===== config.mk =====
export PLATFORM = sky130hd
export DESIGN_NAME = cache_miss_controller
export DESIGN_NICKNAME = d
export VERILOG_FILES = /design/src/rtl/cache_miss_controller_pkg.sv /design/src/rtl/cache_miss_controller_sat_counter.sv /design/src/rtl/cache_miss_controller.sv
export SDC_FILE = /design/constraint.sdc
export NUM_CORES = 1
export LEC_CHECK = 0
export CORE_MARGIN = 2
export CORE_UTILIZATION = 39
export DETAILED_ROUTE_END_ITERATION = 6
export PLACE_DENSITY_LB_ADDON = 0.2
export SETUP_SLACK_MARGIN = 0.2
export SLEW_MARGIN = 20
export SYNTH_ARGS = -nofsm -noshare
export SYNTH_HDL_FRONTEND = slang
export SYNTH_SLANG_ARGS = --single-unit

===== constraint.sdc =====
create_clock -name clk -period 3 [get_ports clk]
set_input_delay 0.3 -clock clk [delete_from_list [all_inputs] [get_ports clk]]
set_output_delay 0.3 -clock clk [all_outputs]
set_load 0.05 [all_outputs]

===== src/rtl/cache_miss_controller_pkg.sv =====
// Shared definitions for the cache miss controller: address field sizes,
// default widths and the controller state encoding.
package cache_miss_controller_pkg;

  localparam int TAG_SIZE    = 3;
  localparam int INDEX_SIZE  = 10;
  localparam int OFFSET_SIZE = 2;
  localparam int ADDR_W      = TAG_SIZE + INDEX_SIZE + OFFSET_SIZE;
  localparam int CNT_W       = 14;

  typedef enum logic [1:0] {
    IDLE     = 2'd0,
    COMPARE  = 2'd1,
    MEM_WAIT = 2'd2,
    FILL     = 2'd3
  } state_t;

endpackage


===== src/rtl/cache_miss_controller_sat_counter.sv =====
// Saturating up-counter used for the hit/miss statistics; holds at all-ones.
module sat_counter #(
  parameter int CNT_W = cache_miss_controller_pkg::CNT_W
) (
  input  logic             clk,
  input  logic             rst,
  input  logic             inc,
  output logic [CNT_W-1:0] count
);

  always_ff @(posedge clk or posedge rst) begin
    if (rst) begin
      count <= '0;
    end else if (inc && (count != '1)) begin
      count <= count + 1'b1;
    end
  end

endmodule


===== src/rtl/cache_miss_controller.sv =====
// Read-miss controller for a direct-mapped cache: compare, block fetch, fill, re-compare.
// Optional hit/miss statistics are built only when CACHE_STATS_EN is defined.
module cache_miss_controller #(
  parameter int ADDR_W = cache_miss_controller_pkg::ADDR_W,
  parameter int CNT_W  = cache_miss_controller_pkg::CNT_W
) (
  input  logic              clk,
  input  logic              rst,
  input  logic              cpuRead,
  input  logic [ADDR_W-1:0] cpuAddr,
  input  logic              cacheHit,
  input  logic              memReady,
  output logic [ADDR_W-1:0] reqAddr,
  output logic              cacheFill,
  output logic              memRead,
  output logic [ADDR_W-3:0] memBlockAddr,
  output logic              cpuReady,
  output logic              busy,
  output logic [CNT_W-1:0]  hitCount,
  output logic [CNT_W-1:0]  missCount
);
  import cache_miss_controller_pkg::*;

  state_t state;

  // All handshake outputs are registered alongside the state, so no input
  // reaches cpuReady, cacheFill or memRead combinationally.
  always_ff @(posedge clk or posedge rst) begin
    if (rst) begin
      state     <= IDLE;
      reqAddr   <= '0;
      cpuReady  <= 1'b0;
      cacheFill <= 1'b0;
      memRead   <= 1'b0;
      busy      <= 1'b0;
    end else begin
      cpuReady  <= 1'b0;
      cacheFill <= 1'b0;
      case (state)
        IDLE: begin
          if (cpuRead) begin
            reqAddr <= cpuAddr;
            busy    <= 1'b1;
            state   <= COMPARE;
          end
        end
        COMPARE: begin
          if (cacheHit) begin
            cpuReady <= 1'b1;
            busy     <= 1'b0;
            state    <= IDLE;
          end else begin
            memRead <= 1'b1;
            state   <= MEM_WAIT;
          end
        end
        MEM_WAIT: begin
          if (memReady) begin
            memRead   <= 1'b0;
            cacheFill <= 1'b1;
            state     <= FILL;
          end
        end
        FILL: begin
          state <= COMPARE;
        end
        default: begin
          state <= IDLE;
        end
      endcase
    end
  end

  assign memBlockAddr = reqAddr[ADDR_W-1:OFFSET_SIZE];

`ifdef CACHE_STATS_EN
  // Only the first compare of a request is counted; a re-compare after a fill is not.
  logic first_cmp;
  logic hit_inc;
  logic miss_inc;

  always_ff @(posedge clk or posedge rst) begin
    if (rst) begin
      first_cmp <= 1'b0;
    end else if ((state == IDLE) && cpuRead) begin
      first_cmp <= 1'b1;
    end else if (state == COMPARE) begin
      first_cmp <= 1'b0;
    end
  end

  assign hit_inc  = (state == COMPARE) && first_cmp && cacheHit;
  assign miss_inc = (state == COMPARE) && first_cmp && !cacheHit;

  sat_counter #(.CNT_W(CNT_W)) u_hit_cnt (
    .clk   (clk),
    .rst   (rst),
    .inc   (hit_inc),
    .count (hitCount)
  );

  sat_counter #(.CNT_W(CNT_W)) u_miss_cnt (
    .clk   (clk),
    .rst   (rst),
    .inc   (miss_inc),
    .count (missCount)
  );
`else
  assign hitCount  = '0;
  assign missCount = '0;
`endif

endmodule

### After elaboration in Yosys (flattened, before gate mapping)

Index checks and enable logic that the tools add are counted.

| cells by class | value |
|---|---|
| equal/unequal tests | 7 |
| muxes and demuxes | 14 |
| reductions and logical operators | 7 |

Operators with widths:

| kind | count |
|---|---|
| $mux 1 | 8 |
| $ne 2x2->1 const B | 4 |
| $pmux 2 s4 | 1 |
| $mux 2 | 3 |
| $reduce_and 3->1 | 2 |
| $eq 2x2->1 const B | 2 |
| $pmux 1 s2 | 2 |
| $reduce_and 2->1 | 2 |
| $reduce_bool 2->1 | 2 |
| $eq 2x1->1 const B | 1 |
| $logic_not 2->1 | 1 |

| word-level totals | value |
|---|---|
| register bits after elaboration | 21 |
| input bits | 20 |
| output and inout bits | 60 |
| logic and storage cells | 34 |

### Depth between registers and ports, before layout

Gate-level depths: netlist of run 1.

| logic depth | value |
|---|---|
| depth in word-level cells | 3 |
| depth in mapped cells | 5 |
| mapped depth without buffers | 5 |

### Worst setup path before layout of run 1

Ideal clock, no wire load.

| timing path | value |
|---|---|
| kind | register to register |
| from | register state[0] |
| to | register reqAddr[0] |
| setup time | 125 ps |
| data arrival time | 1,274 ps |
| data required time | 2,875 ps |
| setup slack | 1,601 ps |
| stages on the path, launching flop included | 6 |
| path buffers | 1 |
| clock period less this slack | 1,399 ps |
| path through | dfrtp_1 -> inv_1 -> ha_1 -> nand2_4 -> buf_6 -> mux2_4 |

| on the way | value |
|---|---|
| word-level cells in the longest chain between the ends | 2 |

RTL lines:

| what | RTL line | text |
|---|---|---|
| start: declaration | cache_miss_controller.sv:24 | `state_t state;` |
| start signal: assignment | cache_miss_controller.sv:30 | `state <= IDLE;` |
| start signal: assignment | cache_miss_controller.sv:44 | `state <= COMPARE;` |
| start signal: assignment | cache_miss_controller.sv:51 | `state <= IDLE;` |
| $logic_not 2->1 | cache_miss_controller.sv:39 | `case (state)` |
| $reduce_and 2->1 (no source line) | -- |  |
| end signal: assignment | cache_miss_controller.sv:42 | `reqAddr <= cpuAddr;` |
| end: declaration | cache_miss_controller.sv:13 | `output logic [ADDR_W-1:0] reqAddr,` |

No other way between the ends.
A chain may end at the register's enable or synchronous reset.

### Worst setup path after layout of run 1

| timing path | value |
|---|---|
| from | register reqAddr[14] |
| to | output memBlockAddr[12] |

RTL lines:

| what | RTL line | text |
|---|---|---|
| end: declaration | cache_miss_controller.sv:16 | `output logic [ADDR_W-3:0] memBlockAddr,` |

No word-level cell between the ends.

==> implementation parameters, run 1 <==
Parameter                              Value

Drt
  Routed Wire Length ... 2150 um
  First-pass iteration count of the detailed router ... 5
  Starting DRC count in detailed routing ... 12
  DRC violations left ... 0
  Post-route antenna net violation count ... 0
  Total number of vias ... 763
  Routed wire length per instance ... 11.4 um
  Vias per cell ... 4.04

Yosys
  Yosys warning total ... 0
  Top area cells in the synthesized netlist ... sky130_fd_sc_hd__dfrtp_1, sky130_fd_sc_hd__buf_4, sky130_fd_sc_hd__mux2_4
  Top cell type by total area after synthesis ... sky130_fd_sc_hd__dfrtp_1
  Cell types with the highest counts after synthesis ... sky130_fd_sc_hd__buf_4, sky130_fd_sc_hd__dfrtp_1, sky130_fd_sc_hd__mux2_4
  Cell count after synthesis ... 105
  Number of unique standard cell types used by synthesis ... 21
  Most repeated cell in the gate-level netlist after synthesis ... sky130_fd_sc_hd__buf_4
  Sequential-to-total area share from yosys stat ... 41.7%
  Synthesized flop and latch total ... 21
  Number of enable-type register cells in the synthesized netlist ... 0
  Mean Syn Cell Area ... 12.0 um^2
  Area fraction of the dominant cell type after synthesis ... 41.7%
  Cell area after synthesis ... 1260 um^2
  Main synth FF type ... sky130_fd_sc_hd__dfrtp_1
  Fraction of registers with async set/reset ... 100%

Critical path
  CP Depth ... 1
  Setup Crit Path Kind ... flip-flop to output port
  Crit start category ... flip-flop
  Max incr delay on CP ... 0.81 ns
  Arrival time of the worst setup path ... 1.50 ns
  Worst Setup SP ... reqAddr[14]$_DFFE_PP0P_
  WP buf/inv ... 1
  Startpoint of the worst-slack reg-to-reg timing path ... state[1]$_DFFE_PP0P_
  Max Fanout on Critical Path ... 3
  Kind of cell adding the most delay to the critical path ... buffers and inverters
  Reg-to-reg endpoint ... reqAddr[12]$_DFFE_PP0P_
  Logic depth of the worst register-to-register path ... 4
  Minimum setup slack among reg-to-reg paths ... 1.49 ns
  Last element of the critical path ... memBlockAddr[12]
  Data required, critical path ... 2.70 ns
  Slowest cell on the critical path ... sky130_fd_sc_hd__clkdlybuf4s50_1
  Worst Setup End Kind ... output port
  Chain of cells forming the critical path ... clkdlybuf4s50_1

Clocking
  Setup Fix Bufs, Post-CTS ... 0
  Worst-path clk slew ... 0.12 ns
  Clock insertion delay at the later pin of the skew report ... 0.29 ns
  CTS HTree Levels ... 1
  Number of hold buffers added after cts ... 0
  Clock tree from TritonCTS ... yes
  Number of clock buffers inserted by TritonCTS ... 3
  Clock Root Buffer ... sky130_fd_sc_hd__clkbuf_4
  Maximum clock insertion buffer count ... 2
  Cts repair resizes ... 0
  CTS Sinks ... 21

Die
  Full die area ... 3700 um^2
  Num ports ... 80
  FP Rows ... 20
  Starting density of the core ... 41.3%
  Die Span Y ... 60.9 um
  Die width ... 60.9 um
  Core outline area ... 3050 um^2

STA
  Worst Clk Skew ... 0.00656 ns
  Total count of max-transition violations in the final report ... 0
  Hold violation total from the final report ... 0
  Max transition margin ... 47.1%
  Total Neg Setup Slack ... 0 ns
  Unrepaired setup endpoints after global routing ... false
  Slew at the pin closest to its max-slew limit ... 0.792 ns
  Final min period ... 1.80 ns
  Post-route clock period utilization ... 60.1%
  Timing-limited maximum frequency ... 555 MHz
  Final setup fails ... 0

Cells and area
  Number of diodes ... 0
  Nets ... 171
  Cell area after layout ... 1640 um^2
  Layout overhead on the synthesized area ... 29.8%
  Share of final-layout standard cells stronger than drive strength 1 ... 16.6%
  Filler cell count in the final layout ... 284

Run status
  Result of the run ... completed

Placement
  Post-place instance area ... 1610 um^2
  Port buffer count ... 51
  Detailed Place HPWL ... 1720 um
  Placer Congestion ... 0.784

GRT
  Via count of the first global-routing pass ... 723
  Pin count of the biggest net entering global routing ... 22
  Total global routing track utilization ... 11.8%
  Wire length of the first global-routing pass ... 3280 um
  Number of antenna violations at the first check in global routing ... 0
  Total global routing overflow ... 0

Worst hold path
  Type of the tightest min-delay check ... input port to async pin

Run
  # Max-Cap Violations ... 0
## layout make-up
cell class	instances	area (um^2)	share of cell area [%]
Clock buffer	3	22.5	1.38
Clock inverter	1	5.00	0.306
Inverter	4	15.0	0.917
Multi-Input combinational cell	65	503	30.7
Sequential cell	21	526	32.1
Tap cell	44	55.1	3.36
Timing Repair Buffer	51	510	31.2
## metal layers
metal,routed length [um],GRT usage [%]
met2,1040,20.1
met5,0,0
met1,878,14.5
met4,0,3.73
met3,232,3.41
## worst min-delay path by stage
stage	start	endpoint	slack (ns)	depth (start not counted)
2_1_floorplan	rst	busy$_DFFE_PP0P_	0.28	1
3_3_place_gp	reqAddr[0]$_DFFE_PP0P_	reqAddr[0]$_DFFE_PP0P_	0.49	1
3_5_place_dp	memRead$_DFFE_PP0P_	memRead$_DFFE_PP0P_	0.51	2
4_1_cts	rst	reqAddr[10]$_DFFE_PP0P_	0.45	2
5_1_grt	rst	reqAddr[11]$_DFFE_PP0P_	0.50	2
6_report	rst	reqAddr[14]$_DFFE_PP0P_	0.44	2
## through the flow
step	utilization, %	setup slack, ns	hold slack (ns)	cells
after floorplan	-	1.60	0.277	132
after global placement	52.7	1.46	0.492	185
after detailed placement	52.7	1.42	0.513	185
after CTS	53.6	1.17	0.454	189
after global routing	53.6	1.11	0.501	189
final	53.6	1.20	0.445	189
## state kept, by name (all words and copies together), names as in the netlist
name and flops:
cacheFill 1, state 2, memRead 1, cpuReady 1
reqAddr 15, busy 1
## placed cells by master, fill, tap and decap left out, types with 3 or more instances in the layout
cell,instances
sky130_fd_sc_hd__clkbuf_4,3
sky130_fd_sc_hd__clkdlybuf4s50_1,51
sky130_fd_sc_hd__conb_1,28
sky130_fd_sc_hd__dfrtp_1,21
sky130_fd_sc_hd__ha_1,5
sky130_fd_sc_hd__inv_1,4
sky130_fd_sc_hd__mux2_2,6
sky130_fd_sc_hd__mux2_4,10
## cell families after synthesis
family,count (synthesis),synth area share [%]
AO/OA/AOI/OAI,7,3.77
adder cells (fa/ha/maj),5,4.96
buffers and inverters,46,26.5
flip-flops,21,41.7
multiplexers,18,18.8
other,1,0.297
AND/OR/NAND/NOR,7,3.97
Power of run 1 is not shown: default switching activity piles up to over one toggle a cycle in this logic, so the estimate is an artifact.
==> run 2, diff against run 1 <==
Settings changed: CORE_UTILIZATION 39 to 36.
Clock period 3 ns to 1.7 ns, I/O delays scaled along.
==> implementation parameters, run 2 (same netlist as run 1, synthesis figures left out) <==
Parameter                              Value

GRT
  Number of antenna violations at the first check in global routing ... 0
  Total global routing overflow ... 0
  Total global routing track utilization ... 11.5%
  Global routing usage on met2 ... 18.5%
  Wire length of the first global-routing pass ... 3620 um
  Via count of the first global-routing pass ... 729
  Met1 Track Usage GR ... 15.7%
  M3 GR Usage ... 2.86%
  Pin count of the biggest net entering global routing ... 22
  Grt peak-use layer ... met2

Cells and area
  Largest registers ... reqAddr: 15 flops, state: 2 flops
  Share of final-layout standard cells stronger than drive strength 1 ... 20.4%
  Area of the multi-input gates ... 522 um^2
  Highest-count cells in the layout ignoring fill and taps ... sky130_fd_sc_hd__dlygate4sd2_1, sky130_fd_sc_hd__conb_1, sky130_fd_sc_hd__dfrtp_1
  Area of all sequential standard cells ... 526 um^2
  Register with the highest flop count ... reqAddr
  Leading cell type in the layout, fill and taps excluded ... sky130_fd_sc_hd__dlygate4sd2_1
  Max FFs per register ... 15
  Nets ... 173
  Number of diodes ... 0
  Layout overhead on the synthesized area ... 28.5%
  Filler cell count in the final layout ... 342

Drt
  First-pass iteration count of the detailed router ... 3
  Post-route antenna net violation count ... 0
  DRC violations left ... 0
  Total number of vias ... 768
  Vias per cell ... 3.98
  Starting DRC count in detailed routing ... 10
  Routed Wire Length ... 2230 um
  Routed wire length per instance ... 11.5 um

Critical path
  Startpoint of the worst-slack reg-to-reg timing path ... state[0]$_DFFE_PP0P_
  Max incr delay on CP ... 0.43 ns
  Slowest cell on the critical path ... sky130_fd_sc_hd__dfrtp_1
  Data required, critical path ... 1.89 ns
  Worst Setup End Kind ... flip-flop
  Setup Crit Path Kind ... flip-flop to flip-flop
  Max Fanout on Critical Path ... 4
  Arrival time of the worst setup path ... 1.64 ns
  Crit start category ... flip-flop
  Worst Setup SP ... state[0]$_DFFE_PP0P_
  Chain of cells forming the critical path ... inv_2 > ha_1 > inv_1 > o21ai_2 > mux2_2

STA
  Post-route clock period utilization ... 85.3%
  Hold violation total from the final report ... 0
  Unrepaired setup endpoints after global routing ... false
  Final min period ... 1.45 ns
  Worst Clk Skew ... 0.00325 ns
  Total Neg Setup Slack ... 0 ns
  Final setup fails ... 0
  Timing-limited maximum frequency ... 690 MHz
  Total count of max-transition violations in the final report ... 0
  Slew at the pin closest to its max-slew limit ... 0.514 ns
  Max transition margin ... 65.9%

Die
  FP Rows ... 21
  Die width ... 63.2 um
  Starting density of the core ... 37.5%
  Full die area ... 3990 um^2
  Core outline area ... 3360 um^2
  Die Span Y ... 63.2 um
  Num ports ... 80

Clocking
  Worst-path clk slew ... 0.12 ns
  Clock tree from TritonCTS ... yes
  Maximum clock insertion buffer count ... 2
  Clock Root Buffer ... sky130_fd_sc_hd__clkbuf_4
  Clock insertion delay at the later pin of the skew report ... 0.29 ns
  Number of clock buffers inserted by TritonCTS ... 3
  CTS HTree Levels ... 1
  CTS Sinks ... 21

Worst hold path
  Type of the tightest min-delay check ... input port to async pin

Run
  # Max-Cap Violations ... 0

Placement
  Detailed Place HPWL ... 1690 um
  Port buffer count ... 51
  Placer Congestion ... 0.888

Run status
  Result of the run ... completed
==> run 2: cell types whose count changed in the layout (fill, tap and decap cells not counted), sizes merged <==
cell,delta
nand2,+1
dlygate4sd2,+29
clkinv,-1
clkbuf,+1
buf,+4
clkdlybuf4s50,-32
==> run 2: layout make-up <==
| type | instances | area share [%] |
|---|---|---|
| timing repair buffer | 52 | 29.3 |
| inverter | 4 | 0.927 |
| sequential | 21 | 32.4 |
| clock buffer | 4 | 1.62 |
| multi-input combinational | 66 | 32.2 |
| tap | 46 | 3.55 |
==> run 2: repair_timing <==
action	CTS	global route
cloned	1	0
hold buffers	0	0
endpoints found under the setup margin	45	1
gates resized for setup	32	1
hold endpoints to repair	0	0
setup buffers	0	0
pin swaps	0	0
==> run 2: critical path: cells and delay by family, from the launching register on <==
kind                       cells  cell delay, ns
AOI/OAI and AO/OA              1            0.17
adders and majority gates      1            0.20
buffers and inverters          2            0.19
DFF                            1            0.43
muxes                          1            0.35
==> run 2: final timing paths <==
kind | end | slack (ns) | depth (start not counted)
max in group asynchronous | reqAddr[4]$_DFFE_PP0P_ | 1.29 | 3
min in group clk | reqAddr[12]$_DFFE_PP0P_ | 0.48 | 2
hold reg to reg | memRead$_DFFE_PP0P_ | 0.52 | 2
setup reg to reg | state[1]$_DFFE_PP0P_ | 0.25 | 5
setup / recovery | state[1]$_DFFE_PP0P_ | 0.25 | 5
hold / removal | reqAddr[6]$_DFFE_PP0P_ | 0.19 | 3
==> run 2: routing by layer <==
layer	wire length, um	vias up
met3	179	0
met5	0	-
met1	963	370
li1	-	359
met4	0	0
met2	1080	39
==> run 2: stage by stage <==
step                utilization, %  hold slack, ns  setup slack (ns)  cell area [um^2]  cells
finish                        48.2           0.193             0.250              1620    193
floorplan                        -           0.147             0.301              1360    132
detailed placement            47.9           0.504             0.201              1610    188
CTS                           48.2           0.195             0.245              1620    193
global placement              47.9           0.493             0.224              1610    188
global route                  48.2           0.223             0.207              1620    193
Power of run 2 is left out for the same reason.
==> run 3, diff against run 2 <==
Settings changed: CTS_BUF_LIST from default to sky130_fd_sc_hd__clkbuf_4 sky130_fd_sc_hd__clkbuf_8 sky130_fd_sc_hd__clkbuf_16, SKIP_CTS_REPAIR_TIMING from default to 1.
==> implementation parameters, run 3 (same netlist as run 1, synthesis figures left out) <==
Parameter                              Value

Critical path
  Slowest cell on the critical path ... sky130_fd_sc_hd__dfrtp_1
  Data required, critical path ... 1.89 ns
  Setup Crit Path Kind ... flip-flop to flip-flop
  Worst Setup End Kind ... flip-flop
  Max incr delay on CP ... 0.43 ns
  Arrival time of the worst setup path ... 1.64 ns
  Chain of cells forming the critical path ... inv_2 > ha_1 > inv_1 > o21ai_2 > mux2_2
  Crit start category ... flip-flop
  Max Fanout on Critical Path ... 4

Die
  Die Span Y ... 63.2 um
  Die width ... 63.2 um
  Core outline area ... 3360 um^2
  Full die area ... 3990 um^2
  Num ports ... 80
  FP Rows ... 21
  Starting density of the core ... 37.5%

GRT
  Wire length of the first global-routing pass ... 3410 um
  Pin count of the biggest net entering global routing ... 22
  Number of antenna violations at the first check in global routing ... 0
  Total global routing track utilization ... 10.8%
  Total global routing overflow ... 0
  Via count of the first global-routing pass ... 702

Cells and area
  Nets ... 172
  Largest registers ... reqAddr: 15 flops, state: 2 flops
  Max FFs per register ... 15
  Layout overhead on the synthesized area ... 36.9%
  Share of final-layout standard cells stronger than drive strength 1 ... 20.5%
  Highest-count cells in the layout ignoring fill and taps ... sky130_fd_sc_hd__dlymetal6s2s_1, sky130_fd_sc_hd__conb_1, sky130_fd_sc_hd__dfrtp_1
  Leading cell type in the layout, fill and taps excluded ... sky130_fd_sc_hd__dlymetal6s2s_1
  Register with the highest flop count ... reqAddr
  Count of non-filler cells in the finished layout ... 192
  Number of diodes ... 0

Drt
  Total number of vias ... 762
  DRC violations left ... 0
  Post-route antenna net violation count ... 0
  Routed wire length per instance ... 12.2 um
  First-pass iteration count of the detailed router ... 3
  Routed Wire Length ... 2350 um
  Vias per cell ... 3.97
  Starting DRC count in detailed routing ... 20

STA
  Total count of max-transition violations in the final report ... 0
  Slew at the pin closest to its max-slew limit ... 0.527 ns
  Final min period ... 1.45 ns
  Timing-limited maximum frequency ... 689 MHz
  Unrepaired setup endpoints after global routing ... false
  Max transition margin ... 64.8%
  Hold violation total from the final report ... 0
  Total Neg Setup Slack ... 0 ns
  Post-route clock period utilization ... 85.3%
  Worst Clk Skew ... 0.00324 ns
  Minimum hold slack ... 0.198 ns
  Final setup fails ... 0

Clocking
  Clock insertion delay at the later pin of the skew report ... 0.29 ns
  Clock tree from TritonCTS ... yes
  CTS Sinks ... 21
  Maximum clock insertion buffer count ... 2
  CTS HTree Levels ... 1
  Worst-path clk slew ... 0.11 ns
  Clock Root Buffer ... sky130_fd_sc_hd__clkbuf_4
  Number of clock buffers inserted by TritonCTS ... 3

Run
  # Max-Cap Violations ... 0

Placement
  Port buffer count ... 51
  Cell total after placement ... 188
  Detailed Place HPWL ... 1690 um
  Placer Congestion ... 0.888

Run status
  Result of the run ... completed

Worst hold path
  Type of the tightest min-delay check ... input port to async pin
-- run 3: cell count changes in the layout (fill, tap and decap cells not counted), sizes merged --
cell	delta
dlygate4sd2	-29
dlymetal6s2s	+29
nand2	-1
-- run 3: critical path: cells and delay by family (launching register included) --
| family | cells | cell delay [ns] |
|---|---|---|
| muxes | 1 | 0.35 |
| adders and majority gates | 1 | 0.20 |
| buffers and inverters | 2 | 0.19 |
| DFF | 1 | 0.43 |
| AOI/OAI and AO/OA | 1 | 0.17 |
-- run 3: area by class of cell --
class / instances / area, um^2
clock buffer: 4 / 30.0
sequential: 21 / 526
tap: 46 / 57.6
inverter: 4 / 15.0
fill: 315 / 1640
timing repair buffer: 52 / 583
multi-input combinational: 65 / 515
-- run 3: metrics by stage --
step	worst slack [ns]	utilization, %	area [um^2]
final	0.250	51.3	1730
after global routing	0.200	51.3	1730
after CTS	0.00408	48.8	1640
after detailed placement	0.201	47.9	1610
after global placement	0.224	47.9	1610
after floorplan	0.301	-	1360
-- run 3: routing by layer --
layer / track usage [%] / up-vias / part of all wire, %
met2: 17.4 / 39 / 50
li1: - / 356 / -
met3: 3.04 / 0 / 8.4
met1: 14.3 / 367 / 42
met5: 0 / - / 0
met4: 2.45 / 0 / 0
-- run 3: worst paths after layout --
check	from	endpoint	slack, ns	depth (start not counted)
max	state[0]$_DFFE_PP0P_	state[1]$_DFFE_PP0P_	0.25	5
min	rst	reqAddr[6]$_DFFE_PP0P_	0.20	3
max reg2reg	state[0]$_DFFE_PP0P_	state[1]$_DFFE_PP0P_	0.25	5
min reg2reg	reqAddr[1]$_DFFE_PP0P_	reqAddr[1]$_DFFE_PP0P_	0.52	1
max in group asynchronous	rst	reqAddr[12]$_DFFE_PP0P_	1.28	3
min in group clk	cpuAddr[12]	reqAddr[12]$_DFFE_PP0P_	0.48	2
Power of run 3 is left out for the same reason.
==> RTL change 1, RTL diff (config.mk and constraints of run 3) <==
The package constant `CNT_W` goes from 14 to 7.
--- a/src/rtl/cache_miss_controller_pkg.sv
+++ b/src/rtl/cache_miss_controller_pkg.sv
@@ -6,7 +6,7 @@
   localparam int INDEX_SIZE  = 10;
   localparam int OFFSET_SIZE = 2;
   localparam int ADDR_W      = TAG_SIZE + INDEX_SIZE + OFFSET_SIZE;
-  localparam int CNT_W       = 14;
+  localparam int CNT_W       = 7;
 
   typedef enum logic [1:0] {
     IDLE     = 2'd0,
Ports: changed (resized hitCount and missCount); port bits go from 80 to 66. The function was not compared with the original's and may differ.
==> RTL change 1 against run 3 <==
Final cell count is 7.8% lower. Wire length is 5.7% lower. Synthesized area is 8.3% lower. Setup slack better by 0.031 ns. Sequential cell count stayed put. Design area is 1.7% lower. Critical path depth stayed put. Non-clock buffer count is 1 higher.
Power is not shown: default switching activity piles up to over one toggle a cycle in this logic, so the estimate is an artifact.
==> RTL change 1: results (changes against run 3) <==
outcome=finished clean; hold crit path type=in2async; worst skew pair latency=0.29 ns (about the same); vias=752 (-1.3%); routed len/inst=12.5 µm (+2.3%); initial antenna violation count=0 (unchanged); Syn. warnings=0 (unchanged); worst-path fanout max=4 (unchanged); largest net degree at the start of global routing=22 (unchanged); gpl congestion=0.781 (-12%); Detailed Route Iter0 Violations=12 (-40%); PortBufs=51 (unchanged); sequential share of the synthesized area=45.5% (+3.8 points); GRT Util Overall=11.7% (+0.90 points); vias in the first global route=721 (+2.7%); Reg clk slew, reported paths=approximately 0.12 ns; clock root cell=clkbuf_4; CP top delay family=flip-flops; Max Clock Skew=0.00704 ns (+0.00380 ns); Max Buffers Root-to-Sink=2 (unchanged); 1st-pass router iterations=4 (+1); Slew HR=65.4% (+0.62 points); share of layout cells above drive strength 1=21.8% (+1.3 points); async set-reset flop share out of synthesis=100% (unchanged); CP max stage cell=dfrtp_1; first-pass GRT wire length=3.19 mm (-6.3%); top cells by area, synth=dfrtp_1 45%, buf_4 18%, mux2_4 13%, mux2_2 5.8%, ha_1 5.4%; htree depth=1 (unchanged); Netlist cell types=21 (unchanged); cts bufs inserted=3 (unchanged); # diodes=0 (unchanged); CP peak stage delay=0.43 ns (about the same); post-DP HPWL=1.60 mm (-5.5%); biggest regs=reqAddr (15), state (2); top post-synthesis cells by count=27 x buf_4, 21 x dfrtp_1, 10 x mux2_4; WP data arrival=1.62 ns (-0.02 ns); ys flop type=dfrtp_1; final layout net count=159 (-7.6%)
[RTL change 1: cell count changes after synthesis, sizes merged]
cell,delta
buf,-14
[RTL change 1: final cells by class]
| class | count | area [µm²] |
|---|---|---|
| inverter | 4 | 15.0 |
| clock buffer | 4 | 30.0 |
| sequential | 21 | 526 |
| tap | 44 | 55.1 |
| multi-input combinational | 51 | 472 |
| timing repair buffer | 53 | 601 |
| fill | 268 | 1360 |
[RTL change 1: routing by layer]
layer | up-vias | wire length, µm | GRT usage [%]
met5 | - | 0 | 0
li1 | 346 | - | -
met1 | 365 | 913 | 14.1
met3 | 2 | 209 | 3.84
met4 | 0 | 8 | 4.66
met2 | 39 | 1080 | 19.2
[RTL change 1: logic make-up (layout without fill, tap and decap cells)]
group / after synthesis / count (layout) / synth area share [%]
AO/OA/AOI/OAI: 7 / 7 / 4.11
adder cells (fa/ha/maj): 5 / 5 / 5.41
buffers and inverters: 32 / 61 / 19.8
flip-flops: 21 / 21 / 45.5
multiplexers: 18 / 18 / 20.6
other: 1 / 14 / 0.324
AND/OR/NAND/NOR: 7 / 7 / 4.33
[RTL change 1: worst min-delay path, delay by kind of cell]
family / cells / cell delay [ns]
buf+inv: 3 / 0.75
[RTL change 1: worst paths after layout]
| path | startpoint | to | slack, ns | cells past startpoint |
|---|---|---|---|---|
| setup / recovery | state[1]$_DFFE_PP0P_ | state[1]$_DFFE_PP0P_ | 0.28 | 5 |
| hold / removal | rst | reqAddr[7]$_DFFE_PP0P_ | 0.22 | 3 |
| setup reg to reg | state[1]$_DFFE_PP0P_ | state[1]$_DFFE_PP0P_ | 0.28 | 5 |
| hold reg to reg | memRead$_DFFE_PP0P_ | memRead$_DFFE_PP0P_ | 0.52 | 2 |
| max in group asynchronous | rst | state[0]$_DFFE_PP0P_ | 1.25 | 3 |
| min in group clk | cpuAddr[5] | reqAddr[5]$_DFFE_PP0P_ | 0.48 | 2 |
[RTL change 1: metrics by stage]
step | instances | setup WS [ns] | utilization [%] | area (µm²) | hold WS [ns]
2_1_floorplan | 104 | 0.301 | - | 1200 | 0.147
3_3_place_gp | 172 | 0.212 | 51.1 | 1560 | 0.496
3_5_place_dp | 172 | 0.209 | 51.1 | 1560 | 0.500
4_1_cts | 176 | -0.00692 | 52.1 | 1590 | 0.223
5_1_grt | 177 | 0.209 | 55.6 | 1700 | 0.227
6_report | 177 | 0.281 | 55.6 | 1700 | 0.221
==> RTL change 2, RTL diff (settings of run 3) <==
Made on the original files. Encoding of `state_t`: now one-hot (4 bits for 4 states).
--- a/src/rtl/cache_miss_controller_pkg.sv
+++ b/src/rtl/cache_miss_controller_pkg.sv
@@ -8,11 +8,11 @@
   localparam int ADDR_W      = TAG_SIZE + INDEX_SIZE + OFFSET_SIZE;
   localparam int CNT_W       = 14;
 
-  typedef enum logic [1:0] {
-    IDLE     = 2'd0,
-    COMPARE  = 2'd1,
-    MEM_WAIT = 2'd2,
-    FILL     = 2'd3
+  typedef enum logic [3:0] {
+    IDLE     = 4'b0001,
+    COMPARE  = 4'b0010,
+    MEM_WAIT = 4'b0100,
+    FILL     = 4'b1000
   } state_t;
 
 endpackage
Behaviour: no difference found for any inputs over 10 cycles, from zero or initial values and one cycle with rst high; not proved beyond that.
==> RTL change 2 against run 3 <==
Via count increased by 5.1%. Setup slack got worse by 0.0056 ns. Clock skew decreased by 0.0015 ns. Synthesized area increased by 0.69%. Maximum frequency decreased by 0.38%. Design area increased by 1.4%. Critical endpoint is now reqAddr[12]$_DFFE_PP0P_. Wire length increased by 1.3%. Sequential cell count increased by 2. Non-clock buffer count increased by 3.
Power is not shown: default switching activity piles up to over one toggle a cycle in this logic, so the estimate is an artifact.
==> RTL change 2: results (changes against run 3) <==
outcome=finished clean; Worst Reg-to-Reg Cells=4 (-1); clock root cell=clkbuf_4; slew at the pin closest to its max-slew limit=0.534 ns (+0.00715 ns); Detailed Route Iter0 Violations=27 (+35%); share of layout cells above drive strength 1=18.4% (-2.1 points); met3 wire length=237 µm (+21%); CP top delay family=flip-flops; GRT Util Overall=10.9% (+0.12 points); cts bufs inserted=3 (unchanged); Syn. warnings=0 (unchanged); post-DP HPWL=1.69 mm (-0.16%); vias=801 (+5.1%); Reg clk slew, reported paths=between 0.1 and 0.15 ns; routed len/inst=12.0 µm (-1.8%); Max Clock Skew=0.00173 ns (-0.00151 ns); worst slack, placed=0.0920 ns (-0.109 ns); first-pass GRT wire length=3.41 mm (unchanged); DP Cell Count=192 (+2.1%); initial antenna violation count=0 (unchanged); met2 routed WL=1.11 mm (-5.4%); vias in the first global route=703 (+0.14%); top cells by area, synth=dfrtp_1 43%, buf_4 25%, mux2_2 13%, dfstp_2 2.1%, nand3b_4 1.6%; biggest regs=reqAddr (15), state (4); R2R Setup Slk=~0.24 ns; worst hold slack=0.195 ns (-0.00256 ns); Netlist cell types=27 (+29%); vias per cell=4.05 (+1.9%); largest net degree at the start of global routing=24 (+9.1%); Setup crit end=reqAddr[12]$_DFFE_PP0P_; 1st-pass router iterations=4 (+1); uppermost layer routed=met4; sequential share of the synthesized area=45.4% (+3.8 points); final worst path period need=1.46 ns (+0.00560 ns); CP peak stage delay=0.59 ns (+0.16 ns); worst-path fanout max=16 (+12); wl on met1=1.00 mm (+2.3%); final layout net count=173 (+0.58%); gpl congestion=0.745 (-16%); crit path from=state[0]$_DFFE_PP1P_; CP Launch Type=flip-flop; CP max stage cell=dfstp_2; hold crit path type=in2async; WP data arrival=1.66 ns (+0.02 ns); # diodes=0 (unchanged); top post-synthesis cells by count=42 x buf_4, 22 x dfrtp_1, 15 x mux2_2; Synth Instances=111 (+5.7%)
RTL change 2: cell types whose count changed in the layout (fill, tap and decap cells not counted), moves of 2 or more:
cell and delta:
mux2_4 -10, ha_1 -4, nor2_1 +3, mux2i_1 -2, and2_1 -2, nor4_1 +2
mux2_2 +9, dlymetal6s2s_1 +2
RTL change 2: metal layers:
| metal | GRT usage [%] | up-vias |
|---|---|---|
| li1 | - | 377 |
| met2 | 16.7 | 49 |
| met3 | 4.46 | 2 |
| met5 | 0 | - |
| met1 | 13.7 | 373 |
| met4 | 4.08 | 0 |
RTL change 2: final cells by class:
type                    count  area (µm²)
clock inverters             1        5.00
multi-input cells          67         448
clock buffers               3        22.5
well taps                  46        57.6
flip-flops and latches     23         578
inverters                   3        11.3
fillers                   318        1610
repair buffers             55         628
RTL change 2: cells by family after synthesis:
| family | after synthesis | share of synthesized area (%) |
|---|---|---|
| buffers and inverters | 48 | 27.3 |
| AND/OR/NAND/NOR | 13 | 7.88 |
| flip-flops | 23 | 45.4 |
| other | 1 | 0.295 |
| multiplexers | 15 | 13.3 |
| AO/OA/AOI/OAI | 11 | 5.81 |
RTL change 2: stage by stage:
step	setup TNS, ns	cell area (µm²)
after floorplan	0	1380
after global placement	0	1630
after detailed placement	0	1630
after CTS	-0.0392	1660
after global routing	0	1750
final	0	1750
RTL change 2: tightest hold or removal path, delay by kind of cell:
kind | cells | cell delay, ns
buffers and inverters | 3 | 0.73
